File: config.mk
export PLATFORM = sky130hd
export DESIGN_NAME = rnn_param_load_ctrl
export DESIGN_NICKNAME = d
export VERILOG_FILES = /design/src/rtl/rnn_param_load_ctrl.sv
export SDC_FILE = /design/constraint.sdc
export NUM_CORES = 1
export LEC_CHECK = 0
export BUFFER_PORTS_ARGS = -buffer_cell sky130_fd_sc_hd__buf_2
export CORE_UTILIZATION = 28
export CTS_BUF_LIST = sky130_fd_sc_hd__clkbuf_2
export CTS_CLUSTER_DIAMETER = 60
export DETAILED_ROUTE_END_ITERATION = 6
export PLACE_DENSITY_LB_ADDON = 0.05
export SYNTH_ARGS = -nofsm -noshare
export SYNTH_HDL_FRONTEND = slang
export SYNTH_SLANG_ARGS = --single-unit
File: constraint.sdc
create_clock -name clk -period 2.1 [get_ports clk]
set_clock_uncertainty 0.15 [all_clocks]
set_input_delay 0.21 -clock clk [delete_from_list [all_inputs] [get_ports clk]]
set_output_delay 0.21 -clock clk [all_outputs]
set_load 0.02 [all_outputs]
File: src/rtl/rnn_param_load_ctrl.sv
// Parameter load sequencer: streams ROWS*COLS matrix words then VLEN
// vector words from a valid/ready source into two parameter stores.
module rnn_param_load_ctrl #(
    parameter int unsigned ROWS = 4,
    parameter int unsigned COLS = 16,
    parameter int unsigned VLEN = 16,
    localparam int unsigned IW = $clog2(ROWS),
    localparam int unsigned JW = $clog2(COLS),
    localparam int unsigned VW = $clog2(VLEN)
) (
    input  logic          clk,
    input  logic          reset_n,
    input  logic          start,
    input  logic          abort,
    input  logic          in_valid,
    input  logic [15:0]   in_data,
    output logic          in_ready,
    output logic          mat_write,
    output logic [IW-1:0] mat_seli,
    output logic [JW-1:0] mat_selj,
    output logic [15:0]   mat_param,
    output logic          vec_write,
    output logic [VW-1:0] vec_sel,
    output logic [15:0]   vec_param,
    output logic          busy,
    output logic          done
);

    typedef enum logic [1:0] {
        S_IDLE,
        S_LOAD_MAT,
        S_LOAD_VEC,
        S_DONE
    } state_e;

    localparam logic [IW-1:0] IMAX = IW'(ROWS - 1);
    localparam logic [JW-1:0] JMAX = JW'(COLS - 1);
    localparam logic [VW-1:0] VMAX = VW'(VLEN - 1);

    state_e        state_q, state_d;
    logic [IW-1:0] seli_q, seli_d;
    logic [JW-1:0] selj_q, selj_d;
    logic [VW-1:0] sel_q, sel_d;

    logic          mat_write_q, mat_write_d;
    logic [IW-1:0] mat_seli_q, mat_seli_d;
    logic [JW-1:0] mat_selj_q, mat_selj_d;
    logic [15:0]   mat_param_q, mat_param_d;
    logic          vec_write_q, vec_write_d;
    logic [VW-1:0] vec_sel_q, vec_sel_d;
    logic [15:0]   vec_param_q, vec_param_d;
    logic          busy_q, busy_d;
    logic          done_q, done_d;

    logic          loading;
    logic          accept;

    // in_ready drops combinationally on abort so no word is lost that cycle
    assign loading  = (state_q == S_LOAD_MAT) || (state_q == S_LOAD_VEC);
    assign in_ready = loading && !abort;
    assign accept   = in_valid && in_ready;

    always_comb begin
        state_d     = state_q;
        seli_d      = seli_q;
        selj_d      = selj_q;
        sel_d       = sel_q;
        mat_write_d = 1'b0;
        mat_seli_d  = mat_seli_q;
        mat_selj_d  = mat_selj_q;
        mat_param_d = mat_param_q;
        vec_write_d = 1'b0;
        vec_sel_d   = vec_sel_q;
        vec_param_d = vec_param_q;

        unique case (state_q)
            S_IDLE: begin
                if (start) begin
                    state_d = S_LOAD_MAT;
                    seli_d  = '0;
                    selj_d  = '0;
                    sel_d   = '0;
                end
            end
            S_LOAD_MAT: begin
                if (abort) begin
                    state_d = S_IDLE;
                end else if (accept) begin
                    mat_write_d = 1'b1;
                    mat_seli_d  = seli_q;
                    mat_selj_d  = selj_q;
                    mat_param_d = in_data;
                    if (selj_q == JMAX) begin
                        selj_d = '0;
                        if (seli_q == IMAX) begin
                            state_d = S_LOAD_VEC;
                            sel_d   = '0;
                        end else begin
                            seli_d = seli_q + IW'(1);
                        end
                    end else begin
                        selj_d = selj_q + JW'(1);
                    end
                end
            end
            S_LOAD_VEC: begin
                if (abort) begin
                    state_d = S_IDLE;
                end else if (accept) begin
                    vec_write_d = 1'b1;
                    vec_sel_d   = sel_q;
                    vec_param_d = in_data;
                    if (sel_q == VMAX) begin
                        state_d = S_DONE;
                    end else begin
                        sel_d = sel_q + VW'(1);
                    end
                end
            end
            S_DONE: begin
                state_d = S_IDLE;
            end
            default: begin
                state_d = S_IDLE;
            end
        endcase

        busy_d = (state_d != S_IDLE);
        done_d = (state_d == S_DONE);
    end

    always_ff @(posedge clk or negedge reset_n) begin
        if (!reset_n) begin
            state_q     <= S_IDLE;
            seli_q      <= '0;
            selj_q      <= '0;
            sel_q       <= '0;
            mat_write_q <= 1'b0;
            mat_seli_q  <= '0;
            mat_selj_q  <= '0;
            mat_param_q <= '0;
            vec_write_q <= 1'b0;
            vec_sel_q   <= '0;
            vec_param_q <= '0;
            busy_q      <= 1'b0;
            done_q      <= 1'b0;
        end else begin
            state_q     <= state_d;
            seli_q      <= seli_d;
            selj_q      <= selj_d;
            sel_q       <= sel_d;
            mat_write_q <= mat_write_d;
            mat_seli_q  <= mat_seli_d;
            mat_selj_q  <= mat_selj_d;
            mat_param_q <= mat_param_d;
            vec_write_q <= vec_write_d;
            vec_sel_q   <= vec_sel_d;
            vec_param_q <= vec_param_d;
            busy_q      <= busy_d;
            done_q      <= done_d;
        end
    end

    assign mat_write = mat_write_q;
    assign mat_seli  = mat_seli_q;
    assign mat_selj  = mat_selj_q;
    assign mat_param = mat_param_q;
    assign vec_write = vec_write_q;
    assign vec_sel   = vec_sel_q;
    assign vec_param = vec_param_q;
    assign busy      = busy_q;
    assign done      = done_q;

endmodule

* Word level (Yosys, flattened, before mapping) *
Cells that the tools add are included.

operators by class
  add/sub/neg operators = 3
  equal/unequal tests = 16
  mux-type cells = 32
  bitwise gates (word level) = 1
  reductions and logical operators = 13

operators by type and width
  cell                                                   count
  2-to-1 mux 4 bit                                       11
  2-to-1 mux 2 bit                                       13
  inequality test 2 bit, second input constant           7
  one-hot mux 4 bit (3 select lines)                     1
  AND reduction 9 bit                                    1
  adder 4 x 1 -> 4 bit, second input constant            2
  == test 2 bit, second input constant                   4
  == test 4 bit, second input constant                   2
  one-hot mux 2 bit (4 select lines)                     1
  one-hot mux 4 bit (2 select lines)                     1
  AND reduction 3 bit                                    2
  AND reduction 6 bit                                    1
  2-to-1 mux 1 bit                                       4
  inequality test 2 x 1 -> 1 bit, second input constant  2
  one-hot mux 2 bit (2 select lines)                     1
  AND reduction 4 bit                                    1
  nonzero test 2 bit                                     2
  nonzero test 3 bit                                     1
  adder 2 x 1 -> 2 bit, second input constant            1
  == test 2 x 1 -> 1 bit, second input constant          1
  logical AND 1 bit                                      2
  zero test 2 bit                                        1
  zero test 1 bit                                        1
  logical OR 1 bit                                       1
  inverter 1 bit                                         1

storage, ports and cells
  register bits = 58
  input port bits = 21

* Depth between registers and ports, before layout *
Gate-level depths: netlist of run 1.

  depth after elaboration = 8
  depth in mapped cells = 7

* Worst setup path after synthesis of run 1 *
Ideal clock, no wire load.

  kind = reg-to-reg
  start point = register state_q[0]
  end point = register selj_q[2]
  library setup time = 0.121 ns
  data arrival time = 1.622 ns
  slack = 0.207 ns
  stages on the path, launching flop included = 8
  path buffers = 1
  period minus slack after synthesis = 1.893 ns
  cell sequence = dfrtp_1 -> inv_1 -> ha_1 -> and3b_1 -> buf_6 -> nand2_2 -> mux2_4 -> a22o_1

on the way
  word-level cells in the longest chain between the ends = 6

ends and longest elaborated chain
  element                                                         line    text
  from (decl)                                                     40      state_e state_q, state_d;
  from (signal assigned)                                          148     state_q <= state_d;
  == test 2 x 1 -> 1 bit / == test 2 bit (equally long branches)  59, 76
  logical OR 1 bit                                                59      assign loading = (state_q == S_LOAD_MAT) || (state_q == S_LOAD_VEC);
  logical AND 1 bit                                               60      assign in_ready = loading && !abort;
  logical AND 1 bit                                               61      assign accept = in_valid && in_ready;
  inequality test 2 bit (no line)                                 n/a
  AND reduction 4 bit (no line)                                   n/a
  to (signal assigned)                                            150     selj_q <= selj_d;
  to (decl)                                                       42      logic [JW-1:0] selj_q, selj_d;

Parallel ways exist; a longest one is shown, timed or not.
A chain may end at the register's enable or synchronous reset.

* Worst setup path after layout of run 1 *
  start point = register state_q[0]
  end point = output in_ready

on the way
  word-level cells in the longest chain between the ends = 3

ends and longest elaborated chain
  element                                                         line  text
  == test 2 x 1 -> 1 bit / == test 2 bit (equally long branches)  59
  logical OR 1 bit *                                              59
  logical AND 1 bit *                                             60
  to (decl)                                                       17    output logic in_ready,

Every way passes the cells marked *; elsewhere a longest branch is shown, timed or not.

==> impl_metrics.yaml, run 1 <==
timing:
  final.setup.tns_ps: 0
  finalCritPeriodShare: 0.9305
  max_freq_mhz: 511.7
  post-route-worst-setup-slack_ps: 145.9
  tightest_slew_ps: 326.6
  rsz0062_at_grt: "no"
  setup_violations: 0
  relSlewSlack: 0.7823
  maxSlewViolCount: 0
  post-route-min-period_ps: 1954
  final_hold_viol_count: 0
setup_path:
  crit_path_top_delay_cell: "dfrtp_1"
  worstPathArrival_ps: 1590
  worstSetupPathType: "reg2out"
  cp_max_fo: 5
  reg2reg_depth: 7
  cp_num_buf_inv: 2
  worst_ep_required_time_ps: 1740
  start_kind: "register"
  r2r-start: "state_q[0]$_DFF_PN0_"
  crit_family: "flip-flops"
  r2r_end: "sel_q[3]$_DFFE_PN0P_"
  rrSetupSlack_ps: 160
  end_kind: "output port"
  crit_chain: "inv_1 -> ha_4 -> nor2b_1 -> buf_2"
  critical_path.max_stage_delay_ps: 400
clocking:
  cts_tree: "built"
  clock_latency_ps: 480
  clockBufferDepth: 2
  root_buffer: "clkbuf_2"
  clk_pin_slew_ps: 190
  cts_buffers: 9
  htreeDepth: 3
  cts.sinks: 58
job:
  cap_violations: 0
power_and_ir_drop:
  vdd_ir_drop_max_uv: 515.6
  power.density_mw_per_mm2: 1010
  power_leakage_nw: 1.826
  power.total_mw: 3.437
synthesis:
  yosys_register_bits: 58
  yosys_warnings: 0
  ys.flop_type: "dfrtp_1"
  syn_inst: 196
  synth_cell_types: 37
  syn_avg_cell_area_um2: 13.09
  syn_nets: 224
  syn_area_mm2: 0.002566
  ys_seq_area_frac: 0.5656
  synth_edf_count: 0
  async_flop_share: 1.000
run_status:
  violations: "design-rule violations"
  status: "finished, violations left"
placed_design:
  place_congestion: 0.6918
  port_buffers: 67
  placed_area_mm2: 0.003087
  pre_cts_ws_ps: 73.84
  dpl.hpwl_mm: 3.805
floorplan:
  start_util: 0.2914
  fp-row-count: 34
  die-height_um: 97.74
  num_io_pins: 68
  chipWidth_um: 97.74
  dieArea_mm2: 0.009552
  core_mm2: 0.008806
global_route:
  grt_pass1_wl_mm: 9.591
  grt_pass1_vias: 1881
  grt_usage: 0.1299
  grt_overflow: 0
  antenna_found_initial: 0
  grt_max_degree: 59
finish:
  seq_area_mm2: 0.001451
  fin_util: 0.3863
  mostFrequentLayoutCells: "buf_2, dfrtp_1, mux2_2"
  multi_input_area_mm2: 0.001051
  areaGrowthSynthToFinish_pct: 32.57
  drive_gt1_frac: 0.4767
  num_antenna_cells: 0
  layout_commonest_cell: "buf_2"
  finalNetCount: 323
  design_area_mm2: 0.003402
  fillCellCount: 889
detailed_routing:
  vias: 1846
  drc: 8
  dr.pass1.iters: 6
  totalWireLength_mm: 5.603
  via_per_inst: 4.525
  drt_iter0_markers: 50
  final_antenna_net_count: 0
  wl_per_cell_um: 13.73
worst_hold_path:
  holdCritPathClass: "in2async"
area by class of cell:
cell class	instances	area share
sequential	58	0.4266
inverter	7	0.007723
clock inverter	7	0.01765
tap	108	0.03972
multi-input combinational	122	0.3089
timing repair buffer	97	0.1861
clock buffer	9	0.01324
synth_stat cells, types with 2 or more instances:
master,count,area (um^2)
nand3_1,6,30.03
nand2b_1,2,12.51
ha_1,7,87.58
mux2_2,42,473.0
o31ai_1,5,37.54
a21oi_1,2,10.01
o221ai_1,2,17.52
nand3b_1,3,22.52
o21ai_0,7,35.03
nand2_2,2,12.51
a221o_1,2,20.02
a31oi_1,2,12.51
nand2_1,11,41.29
and3_1,3,18.77
inv_1,7,26.28
nor2_1,6,22.52
nand4b_2,2,30.03
dfrtp_1,58,1451
a21o_1,2,15.01
buf_2,6,30.03
nor2b_1,3,18.77
stage by stage:
step	hold slack, ps	instances
after floorplan	-235.6	196
after global placement	101.2	372
after detailed placement	95.18	372
after CTS	21.80	408
after global routing	89.37	408
final	88.38	408
worst reg2reg max path, stage by stage (launching register included):
cell     delay [ps]
dfrtp_1         400
inv_1           100
ha_4            300
and3b_1         300
buf_4           170
a31oi_1          70
o31ai_1         230
o31ai_1         110
metal layers:
| metal | share of wire | up-vias | track usage |
|---|---|---|---|
| met5 | 0 | - | 0 |
| met4 | 0.018 | 0 | 0.05245 |
| met3 | 0.048 | 9 | 0.04223 |
| met2 | 0.47 | 47 | 0.2122 |
| met1 | 0.46 | 884 | 0.1587 |
| li1 | - | 906 | - |
how the worst max path moves through the flow:
| stage | from | depth (start not counted) | slack, ps | to |
|---|---|---|---|---|
| after global routing | state_q[0]$_DFF_PN0_ | 4 | 1 | in_ready |
| final | state_q[0]$_DFF_PN0_ | 4 | 150 | in_ready |
| after CTS | state_q[0]$_DFF_PN0_ | 4 | 50 | in_ready |
| after floorplan | state_q[0]$_DFF_PN0_ | 7 | 210 | selj_q[2]$_DFFE_PN0P_ |
| after global placement | state_q[0]$_DFF_PN0_ | 6 | 110 | sel_q[0]$_DFFE_PN0P_ |
| after detailed placement | state_q[0]$_DFF_PN0_ | 6 | 70 | sel_q[0]$_DFFE_PN0P_ |
where the power goes:
group | leakage [nW] | internal, mW | total (mW) | switching (mW)
Combinational | 0.990 | 0.546 | 1.26 | 0.715
Clock | 0.0665 | 0.261 | 0.688 | 0.427
Sequential | 0.770 | 1.36 | 1.49 | 0.129
sequential cells by signal (all words and copies together), names as in the netlist:
name       cells
state_q        2
sel_q          4
seli_q         2
vec_param     16
selj_q         4
mat_param     16
mat_write      1
mat_selj       4
done           1
vec_sel        4
busy           1
vec_write      1
mat_seli       2
kinds of logic after synthesis:
kind of cell | Yosys count | synth area share
compound gates | 27 | 0.07655
buf+inv | 16 | 0.02974
simple gates | 44 | 0.09995
flops | 58 | 0.5656
mux | 44 | 0.1940
fa+ha+maj | 7 | 0.03413
repair_timing:
item | 4_1_cts | 5_1_grt
setup endpoints to repair | 1 | 0
hold endpoints to repair | 95 | 0
hold buffers | 19 | 0
resized for setup | 1 | 0
buffers inserted | 1 | 0
No activity file was read; power rests on OpenSTA's default activity.
==> inputs of run 2 (changes only) <==
--- a/config.mk
+++ b/config.mk
@@ -6,6 +6,7 @@
 export NUM_CORES = 1
 export LEC_CHECK = 0
 export BUFFER_PORTS_ARGS = -buffer_cell sky130_fd_sc_hd__buf_2
+export CORE_MARGIN = 2
 export CORE_UTILIZATION = 28
 export CTS_BUF_LIST = sky130_fd_sc_hd__clkbuf_2
 export CTS_CLUSTER_DIAMETER = 60
==> run 2 against run 1 <==
The run now ends clean. Utilization fell by 0.27 points. Sequential power barely moved. Flip-flop and latch count did not move. Sequential share of layout area rose by 0.30 points. First-iteration DRC count fell by 24%. Largest power group unchanged. Highest routed layer unchanged.
==> impl_metrics.yaml, run 2 (synthesis results as in run 1) <==
detailed_routing:
  vias: 1901
  drt_iter0_markers: 38
  wl_per_cell_um: 14.17
  totalWireLength_mm: 5.768
  final_antenna_net_count: 0
  drc: 0
  via_per_inst: 4.671
  dr.pass1.iters: 4
finish:
  seq_area_mm2: 0.001451
  layout_commonest_cell: "buf_2"
  areaGrowthSynthToFinish_pct: 31.64
  design_area_mm2: 0.003378
  fillCellCount: 885
  num_antenna_cells: 0
  finalNetCount: 323
  multi_input_area_mm2: 0.001051
  final_cells: 407
  drive_gt1_frac: 0.4749
  mostFrequentLayoutCells: "buf_2, dfrtp_1, mux2_2"
job:
  cap_violations: 0
power_and_ir_drop:
  power.total_mw: 3.411
  power_leakage_nw: 1.818
  p_sw_mw: 1.257
  sw_frac_of_total: 0.3686
  combPwrFrac: 0.368
  p_int_mw: 2.153
  vdd_ir_drop_max_uv: 399.1
  seqPwrFrac: 0.436
  power.density_mw_per_mm2: 1010
  p_clk_frac: 0.195
setup_path:
  reg2reg_depth: 6
  cp_max_fo: 5
  start_kind: "register"
  r2r-start: "state_q[0]$_DFF_PN0_"
  rrSetupSlack_ps: 180
  worst_ep_required_time_ps: 2330
  r2r_end: "sel_q[0]$_DFFE_PN0P_"
  worstPathArrival_ps: 2160
  worstSetupPathType: "reg2reg"
  cp-startpoint: "state_q[0]$_DFF_PN0_"
  end_kind: "register"
timing:
  final.setup.tns_ps: 0
  setup_violations: 0
  final_hold_viol_count: 0
  post-route-min-period_ps: 1922
  finalCritPeriodShare: 0.9154
  fin_hold_ws_ps: 69.94
  rsz0062_at_grt: "no"
  max_freq_mhz: 520.2
  tightest_slew_ps: 505.8
  relSlewSlack: 0.6628
  maxSlewViolCount: 0
placed_design:
  dp.cells: 374
  place_congestion: 0.7523
  port_buffers: 67
  dpl.hpwl_mm: 4.074
  placed_area_mm2: 0.003089
floorplan:
  die-height_um: 99.74
  chipWidth_um: 99.74
  core_mm2: 0.008806
  num_io_pins: 68
  fp-row-count: 34
  start_util: 0.2914
  dieArea_mm2: 0.009947
worst_hold_path:
  min_from: "start"
  min_to: "state_q[1]$_DFF_PN0_"
  holdCritPathClass: "in2reg"
  worstHoldPathCells: 5
clocking:
  cts.sinks: 58
  clockBufferDepth: 2
  clock_latency_ps: 470
  clk_pin_slew_ps: 170
  cts_tree: "built"
  cts_buffers: 9
  htreeDepth: 3
  root_buffer: "clkbuf_2"
run_status:
  status: "completed"
global_route:
  grt_max_degree: 24
  grt_usage: 0.1255
  antenna_found_initial: 0
  grt_overflow: 0
  grt_pass1_wl_mm: 9.604
  grt_pass1_vias: 1901
## run 2: cell types whose count changed in the layout (fill, tap and decap cells not counted)
cell | before | now
buf_12 | 2 | 1
buf_4 | 9 | 11
clkbuf_2 | 9 | 10
clkinv_1 | 2 | 3
clkinv_2 | 3 | 1
clkinvlp_4 | 1 | 0
dlygate4sd3_1 | 19 | 18
## run 2: how the worst max path moves through the flow
stage                                       end  slack [ps]  cells past startpoint
after floorplan           selj_q[2]$_DFFE_PN0P_         210                      7
after global placement     sel_q[1]$_DFFE_PN0P_         160                      6
after detailed placement   sel_q[0]$_DFFE_PN0P_         150                      6
after CTS                              in_ready          40                      4
after global routing                   in_ready          50                      4
final                      sel_q[0]$_DFFE_PN0P_         180                      6
## run 2: timing repair
item	4_1_cts	5_1_grt
resized for setup	0	1
hold buffers	18	0
hold endpoints to repair	93	0
endpoints found under the setup margin	0	1
setup buffers	0	0
## run 2: worst max-delay path: stages, from the launching register on
cell and delay [ps]:
dfrtp_1 380, inv_1 90, ha_4 310, and3b_1 300, nand2_1 140, and3_1 200
a221o_1 250
## run 2: metal layers
layer / part of all wire / vias to the layer above / routed length, um / global-route usage
met5: 0 / - / 0 / 0
met4: 0.010 / 0 / 60 / 0.04426
met3: 0.051 / 7 / 297 / 0.04357
met2: 0.50 / 59 / 2889 / 0.2063
met1: 0.44 / 935 / 2520 / 0.1533
li1: - / 900 / - / -
## run 2: per-stage QoR
stage / setup slack [ps] / utilization
finish: 177.7 / 0.3836
global route: 49.83 / 0.3836
CTS: 38.81 / 0.3822
detailed placement: 151.5 / 0.3508
global placement: 164.4 / 0.3508
floorplan: 206.8 / -
## run 2: power groups by stage
| stage | clock [mW] | combinational (mW) | sequential [mW] |
|---|---|---|---|
| 6_report | 0.666 | 1.26 | 1.49 |
| 5_1_grt | 0.761 | 1.37 | 1.53 |
| 4_1_cts | 0.715 | 1.25 | 1.49 |
| 3_5_place_dp | 0 | 1.23 | 1.51 |
| 3_3_place_gp | 0 | 1.22 | 1.51 |
| 2_1_floorplan | 0 | 0.539 | 1.77 |
## run 2: final cells by class
| class | count | area share |
|---|---|---|
| inverters | 7 | 0.007778 |
| multi-input cells | 122 | 0.3111 |
| repair buffers | 97 | 0.1830 |
| flip-flops and latches | 58 | 0.4296 |
| well taps | 108 | 0.04000 |
| clock inverters | 5 | 0.01370 |
| clock buffers | 10 | 0.01481 |
==> inputs of run 3 (changes only) <==
--- a/config.mk
+++ b/config.mk
@@ -5,6 +5,7 @@
 export SDC_FILE = /design/constraint.sdc
 export NUM_CORES = 1
 export LEC_CHECK = 0
+export ABC_AREA = 1
 export BUFFER_PORTS_ARGS = -buffer_cell sky130_fd_sc_hd__buf_2
 export CORE_MARGIN = 2
 export CORE_UTILIZATION = 28
==> run 3 against run 2 <==
Synthesized cell count increased by 38%. Non-clock buffer count fell by 3. Cell count up 18%. Global-route usage fell by 0.27 points. Critical path type is now reg2out. Critical endpoint is now in_ready. Largest cell class unchanged. Highest routed layer unchanged.
==> impl_metrics.yaml, run 3 <==
timing:
  tightest_slew_ps: 531.7
  post-route-worst-setup-slack_ps: 168.1
  rsz0062_at_grt: "no"
  maxSlewViolCount: 0
  relSlewSlack: 0.6450
  setup_violations: 0
  final_hold_viol_count: 0
  finalCritPeriodShare: 0.9200
  max_freq_mhz: 517.6
  final.setup.tns_ps: 0
  post-route-min-period_ps: 1932
placed_design:
  place_congestion: 0.8073
  dpl.hpwl_mm: 3.811
  dp.cells: 441
  port_buffers: 67
  pre_cts_ws_ps: 150.7
synthesis:
  synth_cell_types: 24
  syn_inst: 271
  ys_seq_area_frac: 0.5812
  yosys_warnings: 0
  ys.flop_type: "dfrtp_1"
  synth_area_leaders: "dfrtp_1, nand2_1, o21ai_0, inv_1, ha_1"
  yosysTopAreaCellShare: 0.5812
  syn_avg_cell_area_um2: 9.215
  yosys_register_bits: 58
  syn_area_mm2: 0.002497
  yosysMostFrequentCell: "nand2_1"
  yosysTopAreaCell: "dfrtp_1"
  syn_nets: 299
  synth_common_cells: "nand2_1, dfrtp_1, o21ai_0"
  async_flop_share: 1.000
  synth_edf_count: 0
clocking:
  clockBufferDepth: 2
  cts_buffers: 9
  clock_latency_ps: 450
  clk_pin_slew_ps: 170
  cts_tree: "built"
  htreeDepth: 3
  root_buffer: "clkbuf_2"
  cts.sinks: 58
finish:
  num_antenna_cells: 0
  final_cells: 480
  drive_gt1_frac: 0.2796
  areaGrowthSynthToFinish_pct: 31.91
  mostFrequentLayoutCells: "nand2_1, buf_2, dfrtp_1"
  finalNetCount: 395
  fillCellCount: 945
  layout_commonest_cell: "nand2_1"
detailed_routing:
  final_antenna_net_count: 0
  vias: 2004
  drt_iter0_markers: 55
  drc: 0
  dr.pass1.iters: 4
  wl_per_cell_um: 11.58
  totalWireLength_mm: 5.557
  via_per_inst: 4.175
setup_path:
  cp-startpoint: "state_q[1]$_DFF_PN0_"
  r2r-start: "state_q[1]$_DFF_PN0_"
  worstSetupPathType: "reg2out"
  start_kind: "register"
  end_kind: "output port"
  worst_ep_required_time_ps: 1740
  worstPathArrival_ps: 1570
  r2r_end: "seli_q[0]$_DFFE_PN0P_"
  reg2reg_depth: 9
  cp_max_fo: 4
  rrSetupSlack_ps: 230
power_and_ir_drop:
  p_clk_frac: 0.193
  seqPwrFrac: 0.437
  p_sw_mw: 1.406
  sw_frac_of_total: 0.3973
  power_leakage_nw: 1.798
  combPwrFrac: 0.370
  p_int_mw: 2.133
  vdd_ir_drop_max_uv: 427.0
  power.density_mw_per_mm2: 1074
  power.total_mw: 3.539
floorplan:
  start_util: 0.2878
  die-height_um: 98.44
  num_io_pins: 68
  fp-row-count: 34
  core_mm2: 0.008678
  chipWidth_um: 98.44
  dieArea_mm2: 0.009690
global_route:
  grt_usage: 0.1228
  grt_pass1_vias: 1990
  grt_max_degree: 59
  grt_overflow: 0
  grt_pass1_wl_mm: 9.501
  antenna_found_initial: 0
job:
  cap_violations: 0
run_status:
  status: "completed"
worst_hold_path:
  holdCritPathClass: "in2async"
[run 3: area by class of cell]
| class | count | area, um^2 | area share |
|---|---|---|---|
| multi-input combinational | 170 | 859.6 | 0.2609 |
| clock buffer | 10 | 50.05 | 0.01519 |
| tap | 108 | 135.1 | 0.04102 |
| sequential | 58 | 1451 | 0.4406 |
| timing repair buffer | 94 | 613.1 | 0.1861 |
| inverter | 34 | 127.6 | 0.03874 |
| clock inverter | 6 | 57.56 | 0.01747 |
[run 3: worst max-delay path, cell delays in order, from the launching register on]
cell and delay (ps):
dfrtp_1 400, inv_1 90, ha_1 340, inv_1 50, nor2_1 80, buf_2 170
[run 3: kinds of logic after synthesis]
family	count (synthesis)	share of synthesized area
buffers and inverters	43	0.07565
adders and majority gates	7	0.03507
xor gates and xnor gates	3	0.01052
AOI/OAI and AO/OA	53	0.1087
DFF	58	0.5812
and+or+nand+nor	107	0.1889
[run 3: worst max-delay path by stage]
stage                     cells past startpoint  slack, ps                    end
final                                         5        170               in_ready
after global routing                          5         40               in_ready
after CTS                                     5         60               in_ready
after detailed placement                      9        150  selj_q[0]$_DFFE_PN0P_
after global placement                        9        190  selj_q[0]$_DFFE_PN0P_
after floorplan                               9        410  selj_q[0]$_DFFE_PN0P_
[run 3: through the flow]
stage	hold slack, ps	util	area, um^2
final	103.6	0.3796	3294
after global routing	79.49	0.3796	3294
after CTS	63.00	0.3767	3269
after detailed placement	95.46	0.3413	2962
after global placement	98.97	0.3413	2962
after floorplan	-235.6	-	2497
[run 3: power by group through the flow]
stage / sequential, mW / combinational (mW) / clock [mW]
2_1_floorplan: 1.86 / 0.555 / 0
3_3_place_gp: 1.58 / 1.27 / 0
3_5_place_dp: 1.58 / 1.28 / 0
4_1_cts: 1.56 / 1.31 / 0.734
5_1_grt: 1.59 / 1.48 / 0.773
6_report: 1.55 / 1.31 / 0.682
[run 3: timing repair]
item | CTS | global route
hold endpoints to repair | 98 | 0
setup buffers | 0 | 3
hold buffers | 20 | 0
endpoints found under the setup margin | 0 | 5
gates resized for setup | 0 | 1
[run 3: layer usage]
layer	GRT usage	wire [um]
met3	0.04752	317
met2	0.1968	2566
met4	0.03793	46
met1	0.1543	2626
met5	0	0
